===== src/rtl/divisor_pkg.sv =====
// Shared types and constants for the programmable clock-enable divider bank.
package divisor_pkg;

    typedef enum logic {
        StIdle = 1'b0,
        StRun  = 1'b1
    } canal_state_e;

    localparam logic ModeCont    = 1'b0;
    localparam logic ModeOneShot = 1'b1;

endpackage


===== src/rtl/divisor_canal.sv =====
// One divider channel: counts CE pulses up to a programmable terminal value and ticks on wrap.
module divisor_canal
    import divisor_pkg::*;
#(
    parameter int unsigned BITS       = 8,
    parameter int unsigned MAX_CUENTA = 5
) (
    input  logic            CLK,
    input  logic            RST,
    input  logic            CE,
    input  logic            START,
    input  logic            ONE_SHOT,
    input  logic            WE,
    input  logic [BITS-1:0] WR_MOD,
    output logic [BITS-1:0] CUENTA,
    output logic            FIN_CUENTA,
    output logic            ACTIVO
);

    canal_state_e    state_q, state_d;
    logic [BITS-1:0] cuenta_q, cuenta_d;
    logic [BITS-1:0] shadow_q, shadow_d;
    logic [BITS-1:0] mod_q, mod_d;
    logic [BITS-1:0] next_mod;
    logic            wrap;

    // A write landing on the same edge as a reload goes straight to the active modulus.
    assign next_mod = WE ? WR_MOD : shadow_q;

    // >= rather than == so a corrupted count still wraps instead of running to overflow.
    assign wrap = (state_q == StRun) && CE && !START && (cuenta_q >= mod_q);

    always_comb begin
        state_d  = state_q;
        cuenta_d = cuenta_q;
        shadow_d = WE ? WR_MOD : shadow_q;
        mod_d    = mod_q;

        unique case (state_q)
            StIdle: begin
                cuenta_d = '0;
                if (START) begin
                    state_d = StRun;
                    mod_d   = next_mod;
                end
            end
            StRun: begin
                if (START) begin
                    cuenta_d = '0;
                    mod_d    = next_mod;
                end else if (wrap) begin
                    cuenta_d = '0;
                    mod_d    = next_mod;
                    unique case (ONE_SHOT)
                        ModeOneShot: state_d = StIdle;
                        ModeCont:    state_d = StRun;
                        default:     state_d = StRun;
                    endcase
                end else if (CE) begin
                    cuenta_d = cuenta_q + BITS'(1);
                end
            end
            default: begin
                state_d  = StIdle;
                cuenta_d = '0;
            end
        endcase
    end

    always_ff @(posedge CLK) begin
        if (RST) begin
            state_q  <= StIdle;
            cuenta_q <= '0;
            shadow_q <= BITS'(MAX_CUENTA);
            mod_q    <= BITS'(MAX_CUENTA);
        end else begin
            state_q  <= state_d;
            cuenta_q <= cuenta_d;
            shadow_q <= shadow_d;
            mod_q    <= mod_d;
        end
    end

    assign CUENTA     = cuenta_q;
    assign FIN_CUENTA = wrap;
    assign ACTIVO     = (state_q == StRun);

endmodule


===== src/rtl/divisor_multi.sv =====
// N_CH-channel programmable prescaler bank: write-channel decode plus one divisor_canal per channel.
module divisor_multi
    import divisor_pkg::*;
#(
    parameter int unsigned N_CH       = 4,
    parameter int unsigned BITS       = 8,
    parameter int unsigned MAX_CUENTA = 5,
    parameter int unsigned CH_BITS    = 2
) (
    input  logic                 CLK,
    input  logic                 RST,
    input  logic [N_CH-1:0]      CE,
    input  logic [N_CH-1:0]      START,
    input  logic [N_CH-1:0]      ONE_SHOT,
    input  logic                 WE,
    input  logic [CH_BITS-1:0]   WR_CH,
    input  logic [BITS-1:0]      WR_MOD,
    output logic [N_CH*BITS-1:0] CUENTA,
    output logic [N_CH-1:0]      FIN_CUENTA,
    output logic [N_CH-1:0]      ACTIVO
);

    logic [N_CH-1:0] we_ch;

    // Indices at or beyond N_CH match no channel, so such writes fall on the floor.
    always_comb begin
        we_ch = '0;
        for (int unsigned i = 0; i < N_CH; i++) begin
            we_ch[i] = WE && (32'(WR_CH) == i);
        end
    end

    for (genvar g = 0; g < N_CH; g++) begin : g_canal
        divisor_canal #(
            .BITS      (BITS),
            .MAX_CUENTA(MAX_CUENTA)
        ) u_canal (
            .CLK       (CLK),
            .RST       (RST),
            .CE        (CE[g]),
            .START     (START[g]),
            .ONE_SHOT  (ONE_SHOT[g]),
            .WE        (we_ch[g]),
            .WR_MOD    (WR_MOD),
            .CUENTA    (CUENTA[g*BITS +: BITS]),
            .FIN_CUENTA(FIN_CUENTA[g]),
            .ACTIVO    (ACTIVO[g])
        );
    end

endmodule

===== config.mk =====
export PLATFORM = sky130hd
export DESIGN_NAME = divisor_multi
export DESIGN_NICKNAME = d
export VERILOG_FILES = /design/src/rtl/divisor_pkg.sv /design/src/rtl/divisor_canal.sv /design/src/rtl/divisor_multi.sv
export SDC_FILE = /design/constraint.sdc
export NUM_CORES = 1
export LEC_CHECK = 0
export BUFFER_PORTS_ARGS = -buffer_cell sky130_fd_sc_hd__buf_4
export CORE_MARGIN = 2
export CORE_UTILIZATION = 40
export CTS_BUF_LIST = sky130_fd_sc_hd__clkbuf_4 sky130_fd_sc_hd__clkbuf_8
export CTS_CLUSTER_DIAMETER = 150
export DETAILED_ROUTE_END_ITERATION = 10
export HOLD_SLACK_MARGIN = 0.05
export PLACE_DENSITY = 0.68
export SETUP_SLACK_MARGIN = 0.1
export SYNTH_ARGS = -nofsm -noshare
export SYNTH_HDL_FRONTEND = slang
export SYNTH_SLANG_ARGS = --single-unit

===== constraint.sdc =====
create_clock -name CLK -period 2.66 [get_ports CLK]
set_clock_uncertainty 0.2 [all_clocks]
set_input_delay 0.266 -clock CLK [delete_from_list [all_inputs] [get_ports CLK]]
set_output_delay 0.266 -clock CLK [all_outputs]
set_load 0.01 [all_outputs]

---- Word level (Yosys, flattened, before mapping) ----
Index checks and enable logic that the tools add are counted.
word-level totals
  output and inout bits ................... 40
  bits in registers ....................... 100
  logic and storage cells ................. 128
  input bits .............................. 25
operators by class
  add/sub/neg operators ................... 4
  reduce and logical (&&, ||, !) cells .... 25
  mux-type cells .......................... 56
  order comparisons ....................... 4
  eq/ne operators ......................... 15
  bitwise operators ....................... 8
operators by type and width
  operator                                               number
  2-to-1 mux 8 bit                                       28
  one-hot mux 8 bit (2 select lines)                     8
  adder 8 x 1 -> 8 bit, second input constant            4
  >= comparator 8 bit                                    4
  logical AND 1 bit                                      16
  inequality test 4 x 3 -> 1 bit, second input constant  4
  one-hot mux 1 bit (2 select lines)                     8
  2-to-1 mux 1 bit                                       12
  inequality test 3 x 2 -> 1 bit, second input constant  4
  inequality test 2 bit, second input constant           4
  NOT 1 bit                                              8
  AND reduction 2 bit                                    4
  equality test 2 bit, second input constant             2
  zero test 1 bit                                        4
  equality test 2 x 1 -> 1 bit, second input constant    1
  zero test 2 bit                                        1

---- Longest topological paths before layout ----
Gate-level depths: netlist (run 1).
  word-level depth ........................ 6
  depth in mapped cells ................... 8
  gate-level depth less buffers ........... 7

---- Hierarchy ----
From an unflattened synthesis (run 1), not the netlist that was laid out.
second synthesis, totals
  cell total of the unflattened synthesis .. 548
  area, all modules ....................... 5167.5 um2
modules (own cells, without submodules)
  module         cells each  sequential area each (um2)  instances  area each (um2)
  divisor_canal  136         500.5                       4          1282.5
  divisor_multi  4           0.0                         1          37.5

---- Least setup slack after synthesis (run 1) ----
OpenSTA, ideal clock, no wires.
  path kind ............................... reg2out
  start point ............................. register g_canal[2].u_canal.cuenta_q[0]
  end point ............................... output FIN_CUENTA[2]
  arrival time ............................ 2.046 ns
  required time ........................... 2.194 ns
  setup slack ............................. 0.148 ns
  stages on the path, launching flop included .. 9
  path buffers ............................ 1
  cells stage by stage .................... dfxtp_1 > inv_1 > ha_1 > nand2b_4 > a2111o_1 > a31oi_4 > nor2_1 > and4_1 > buf_4
between the ends
  longest elaborated chain between the ends .. 2
RTL lines
  item                    line                 RTL
  start, declared         divisor_canal.sv:21  logic [BITS-1:0] cuenta_q, cuenta_d;
  start signal, assigned  divisor_canal.sv:78  cuenta_q <= cuenta_d;
  >= comparator 8 bit     divisor_canal.sv:31  assign wrap = (state_q == StRun) && CE && !START && (cuenta_q >= mod_q);
  logical AND 1 bit       divisor_canal.sv:31
  end, declared           divisor_multi.sv:19  output logic [N_CH-1:0] FIN_CUENTA,
Every way passes these cells.

---- Final worst setup path (run 1) ----
  start point ............................. register g_canal[0].u_canal.cuenta_q[0]
  end point ............................... output FIN_CUENTA[0]
between the ends
  longest elaborated chain between the ends .. 2
RTL lines
  item                    line
  start, declared         divisor_canal.sv:21
  start signal, assigned  divisor_canal.sv:78
  >= comparator 8 bit     divisor_canal.sv:31
  logical AND 1 bit       divisor_canal.sv:31
Every way passes these cells.

==> results of run 1 <==
==> power breakdown <==
part           internal (mW)  total (mW)  switching (mW)
registers               1.54        1.55          0.0180
clock network          0.656        1.17           0.513
logic                  0.143       0.298           0.155
==> metrics by stage <==
| stage | area [µm²] | setup TNS [ns] | std cells |
|---|---|---|---|
| after floorplan | 4980 | 0 | 534 |
| after global placement | 5560 | 0 | 744 |
| after detailed placement | 5560 | 0 | 744 |
| after CTS | 6050 | 0 | 780 |
| after global routing | 6140 | -0.00595 | 782 |
| final | 6140 | 0 | 782 |
==> state kept, by name, indices dropped and copies added (netlist names) <==
| name | cells |
|---|---|
| g_canal.u_canal.mod_q | 32 |
| g_canal.u_canal.CUENTA | 32 |
| g_canal.u_canal.ACTIVO | 4 |
| g_canal.u_canal.shadow_q | 32 |
==> area by class of cell <==
cell class | count | area, µm² | area share, %
tap | 168 | 210 | 3.43
inverter | 38 | 143 | 2.32
clock inverter | 4 | 97.6 | 1.59
multi-input combinational | 369 | 2780 | 45.4
clock buffer | 11 | 145 | 2.37
timing repair buffer | 92 | 742 | 12.1
sequential | 100 | 2020 | 32.9
==> routing by layer <==
metal	up-vias	GRT usage (%)	wire length (µm)
li1	1989	-	-
met1	1826	21.1	5100
met2	53	27.8	5170
met3	15	2.09	266
met4	0	7.06	192
met5	-	0	0
==> synth_stat cells (9+ instances only) <==
master and n:
dfxtp_1 100, clkbuf_1 12, inv_1 38, mux2i_1 19
nand2_1 37, mux2_2 32, xnor2_1 10, ha_1 36
a211o_1 9, nor2_1 67, a211oi_1 12, nor3_1 10
nand3_1 19, a21oi_1 20, nand3b_1 9
==> repair_timing <==
| item | 4_1_cts | 5_1_grt |
|---|---|---|
| hold buffers | 16 | 0 |
| hold endpoints to repair | 38 | 0 |
| gates resized for setup | 13 | 17 |
| pin swaps | 7 | 7 |
| setup endpoints to repair | 4 | 12 |
| buffers inserted | 5 | 2 |
==> final timing paths <==
path	endpoint	slack [ns]	depth (start not counted)
worst max-delay path	FIN_CUENTA[0]	0.06	8
worst min-delay path	g_canal[3].u_canal.ACTIVO	0.07	3
worst max register to register	g_canal[0].u_canal.mod_q[7]	0.17	8
worst min register to register	g_canal[3].u_canal.shadow_q[3]	0.27	2
==> worst reg2reg max path: cells and delay by family, from the launching register on <==
kind | cells | cell delay, ns
adder cells (fa/ha/maj) | 1 | 0.20
multiplexers | 1 | 0.37
buffers and inverters | 2 | 0.21
AO/OA/AOI/OAI | 3 | 0.94
AND/OR/NAND/NOR | 1 | 0.13
flip-flops | 1 | 0.35
==> logic make-up (layout without fill, tap and decap cells) <==
logic type / after synthesis / in the layout / share of synthesized area (%)
DFF: 100 / 100 / 40.2
AOI/OAI and AO/OA: 85 / 85 / 13.2
adders and majority gates: 36 / 36 / 9.04
and+or+nand+nor: 179 / 179 / 17.5
muxes: 51 / 51 / 11.0
buffers and inverters: 65 / 145 / 5.90
xor gates and xnor gates: 18 / 18 / 3.16
==> impl_metrics.yaml, run 1 <==
run_status:
  status: "complete, no violations"
die:
  die-width_um: 116
  core_area_mm2: 0.0121
  die_h_um: 116
  io_pins: 65
  start_util_pct: 41.2
  die_area_mm2: 0.0134
  row_count: 40
power:
  p_leak_nw: 2.59
  p_total_mw: 3.02
  pwr_density_cell_mw_per_mm2: 493
  ir_drop_v: 0.000246
drt:
  drc: 0
  routed_wl_um: 10700
  vias: 3883
  dr.pass1.iters: 4
  ant_nets: 0
  wire_per_inst_um: 13.7
  vias_per_cell: 4.97
  drt_iter0_drc: 168
clock_network:
  clk_path_buf_depth: 2
  clk_latency_ns: 0.36
  cts_tree: "yes"
  clk_pin_slew_ns: 0.09
  cts_num_sinks: 100
  root_buffer: "clkbuf_8"
  ctsHtreeMaxLevel: 3
  cts_buffers: 9
synthesis:
  synth_cells: 534
  ys_seq_area_share_pct: 40.2
  syn-cell-area_mm2: 0.00498
  yosysTopAreaCellShare_pct: 40.2
  avgSynthCellArea_um2: 9.33
  synth_area_leaders: "dfxtp_1, ha_1, mux2_2"
  yosysUniqueCellTypes: 51
  synth_seq_cells: 100
  synthFlopType: "dfxtp_1"
  synth_top_area_cell: "dfxtp_1"
  yosysWarnings: 0
  synthArstFlopShare_pct: 0
  syn-num-nets: 595
  synth_edf_count: 0
timing:
  max_slew_margin_pct: 34.8
  slew_violations: 0
  tightest_slew_ns: 0.976
  rsz0062_at_grt: "yes"
  timing.hold.ws_ns: 0.0724
  finalCriticalPeriod_ns: 2.60
  layout_setup_ws_ns: 0.0582
  hold_viol: 0
  max_freq_mhz: 384
  setup_violations: 0
  final.period_utilization_pct: 97.8
final_layout:
  nFillCells: 1170
  synthToLayoutAreaGrowth_pct: 23.1
  drive_gt1_share_pct: 27.0
  final_common_cell: "dfxtp_1"
  layout_common_cells: "dfxtp_1, buf_4, nor2_1"
  nNetsFinal: 671
  diodes: 0
  fin_util_pct: 50.7
grt:
  grt_pass1_vias: 3861
  gr-total-overflow: 0
  antenna_found_initial: 0
  grt_usage_pct: 16.4
  grt_max_degree: 80
  grt_first_pass_wirelength_um: 17600
setup_path:
  cp_slowest_stage_delay_ns: 0.43
  path_buf_inv: 2
  worstPathRequired_ns: 2.19
  cp-startpoint: "g_canal[0].u_canal.CUENTA[0]"
  path_max_fanout: 2
  crit_chain: "inv_2 > ha_4 > nand2b_4 > a2111o_1 > a31oi_4 > nor2_4 > and4_1 > buf_6"
  critical_path_class: "register to primary output"
  cp-start-kind: "register"
  critPathArrivalTime_ns: 2.14
  worst_r2r_startpoint: "g_canal[0].u_canal.CUENTA[0]"
  cp_top_family: "compound AO/OA/AOI/OAI gates"
  crit_path_top_delay_cell: "a2111o_1"
  cp-end-kind: "primary output"
place:
  gp_congestion: 0.806
  hpwl_um: 7580
  numPortBuffers: 64
  dp_slack_ns: 0.198
worst_hold_path:
  hp-class: "input pin to register"
  min_from: "CE[3]"
run:
  max_cap_viol_count: 0
No activity file was read; power rests on OpenSTA's default activity.
==> run 2, diff against run 1 <==
--- a/config.mk
+++ b/config.mk
@@ -6,13 +6,15 @@
 export NUM_CORES = 1
 export LEC_CHECK = 0
 export BUFFER_PORTS_ARGS = -buffer_cell sky130_fd_sc_hd__buf_4
+export CELL_PAD_IN_SITES_DETAIL_PLACEMENT = 2
+export CELL_PAD_IN_SITES_GLOBAL_PLACEMENT = 2
 export CORE_MARGIN = 2
-export CORE_UTILIZATION = 40
+export CORE_UTILIZATION = 37
 export CTS_BUF_LIST = sky130_fd_sc_hd__clkbuf_4 sky130_fd_sc_hd__clkbuf_8
 export CTS_CLUSTER_DIAMETER = 150
 export DETAILED_ROUTE_END_ITERATION = 10
 export HOLD_SLACK_MARGIN = 0.05
-export PLACE_DENSITY = 0.68
+export PLACE_DENSITY = 0.9
 export SETUP_SLACK_MARGIN = 0.1
 export SYNTH_ARGS = -nofsm -noshare
 export SYNTH_HDL_FRONTEND = slang
==> constraint.sdc (replaced) <==
create_clock -name CLK -period 2.7 [get_ports CLK]
set_clock_uncertainty 0.2 [all_clocks]
set_input_delay 0.27 -clock CLK [delete_from_list [all_inputs] [get_ports CLK]]
set_output_delay 0.27 -clock CLK [all_outputs]
set_load 0.01 [all_outputs]
==> impl_metrics.yaml, run 2 (synthesized netlist as in run 1, its figures left out) <==
run_status:
  status: "complete, no violations"
place:
  dp_cells: 752
  numPortBuffers: 64
  hpwl_um: 10400
  gp_congestion: 0.775
clock_network:
  root_buffer: "clkbuf_8"
  cts_tree: "yes"
  clk_path_buf_depth: 2
  cts_buffers: 9
  cts_num_sinks: 100
  clk_latency_ns: 0.38
  clk_pin_slew_ns: 0.09
  ctsHtreeMaxLevel: 3
setup_path:
  cp-startpoint: "g_canal[0].u_canal.mod_q[6]"
  cp-end-kind: "primary output"
  r2r_slack_ns: 0.09
  reg2regPathDepth: 8
  worstPathRequired_ns: 2.23
  critical_path_class: "register to primary output"
  crit_end: "FIN_CUENTA[0]"
  path_max_fanout: 2
  critPathArrivalTime_ns: 2.18
  worst_r2r_startpoint: "g_canal[1].u_canal.mod_q[7]"
  cp-start-kind: "register"
  rr_endpoint: "g_canal[1].u_canal.ACTIVO"
die:
  die_h_um: 120
  row_count: 42
  io_pins: 65
  start_util_pct: 37.8
  die-width_um: 120
  die_area_mm2: 0.0144
  core_area_mm2: 0.0132
grt:
  grt_pass1_vias: 4847
  grt_usage_pct: 23.9
  grt_use_met2_pct: 45.5
  grt_max_degree: 80
  grt_first_pass_wirelength_um: 26500
  use_met1_pct: 26.6
  gr-total-overflow: 0
  top_usage_layer: "met2"
  grtUsageMet3_pct: 2.71
  antenna_found_initial: 0
power:
  pwr_density_cell_mw_per_mm2: 463
  ir_drop_v: 0.000218
  p_leak_nw: 2.64
run:
  max_cap_viol_count: 0
timing:
  setup_violations: 0
  max_freq_mhz: 377
  tightest_slew_ns: 0.827
  final.period_utilization_pct: 98.3
  max_slew_margin_pct: 44.8
  timing.hold.ws_ns: 0.0615
  slew_violations: 0
  finalCriticalPeriod_ns: 2.65
  hold_viol: 0
  setup_tns_ns: 0
  rsz0062_at_grt: "yes"
drt:
  vias_per_cell: 5.36
  ant_nets: 0
  wire_per_inst_um: 22.9
  drc: 0
  routed_wl_um: 18200
  dr.pass1.iters: 6
  drt_iter0_drc: 195
  vias: 4266
worst_hold_path:
  holdPathStages: 3
  hp-class: "input pin to register"
final_layout:
  diodes: 0
  drive_gt1_share_pct: 29.2
  multi_input_area_mm2: 0.00287
  register_area_mm2: 0.00202
  nFillCells: 1398
  final_common_cell: "dfxtp_1"
  nNetsFinal: 678
  layout_common_cells: "dfxtp_1, buf_4, nor2_1"
  stdcell_count: 796
  synthToLayoutAreaGrowth_pct: 24.7
-- run 2: cell count changes in the layout (fill, tap and decap cells not counted), moves of 2 or more --
cell / previous run / this run
dfxtp_2: 11 / 14
a21oi_2: 2 / 0
and2_4: 0 / 2
dfxtp_1: 89 / 86
buf_4: 73 / 82
a21oi_4: 1 / 3
mux2_4: 0 / 6
clkinv_2: 0 / 2
and2_1: 2 / 0
mux2_2: 32 / 26
bufinv_16: 3 / 1
-- run 2: critical path, cell delays in order, from the launching register on --
cell     delay (ns)
dfxtp_2        0.34
inv_1          0.06
ha_1           0.30
a21o_1         0.21
a211o_1        0.32
a31oi_4        0.22
nor2_4         0.06
and4_1         0.17
buf_6          0.12
-- run 2: final cells by class --
cell class                 count  area share [%]
tap                          176            3.54
clock buffer                  11            2.23
timing repair buffer          99            12.7
sequential                   100            32.5
inverter                      38            2.30
clock inverter                 3           0.644
multi-input combinational    369            46.1
-- run 2: how the worst min path moves through the flow --
stage | start | endpoint | slack, ns
final | WR_MOD[4] | g_canal[3].u_canal.shadow_q[4] | 0.06
after floorplan | WR_MOD[0] | g_canal[0].u_canal.shadow_q[0] | 0.21
after global placement | g_canal[2].u_canal.shadow_q[2] | g_canal[2].u_canal.shadow_q[2] | 0.25
after detailed placement | g_canal[3].u_canal.shadow_q[6] | g_canal[3].u_canal.shadow_q[6] | 0.26
after global routing | ONE_SHOT[3] | g_canal[3].u_canal.ACTIVO | 0.06
after CTS | WR_MOD[4] | g_canal[3].u_canal.shadow_q[4] | 0.05
-- run 2: per-stage QoR --
step | util [%] | total power [mW] | setup slack, ns | area, µm²
after detailed placement | 42.2 | 1.84 | 0.129 | 5570
final | 47.1 | 2.87 | 0.0471 | 6210
after floorplan | - | 1.74 | 0.184 | 4980
after CTS | 46.0 | 2.82 | 0.0914 | 6070
after global routing | 47.1 | 2.98 | -0.0135 | 6210
after global placement | 42.2 | 1.82 | 0.257 | 5570
-- run 2: what timing repair did --
item	CTS	global route
buffers inserted	10	5
endpoints found under the setup margin	6	36
pin swaps	13	9
hold endpoints to repair	27	0
resized for setup	19	28
hold buffers	16	0
-- run 2: metal layers --
layer | vias up | part of all wire, %
met5 | - | 0
met4 | 0 | 3.2
met3 | 44 | 2.8
met2 | 87 | 54
met1 | 2134 | 40
li1 | 2001 | -
-- run 2: report_power, final --
group          switching (mW)  internal (mW)
sequential             0.0241           1.51
combinational           0.195          0.154
clock                   0.549          0.438
total                   0.768           2.11
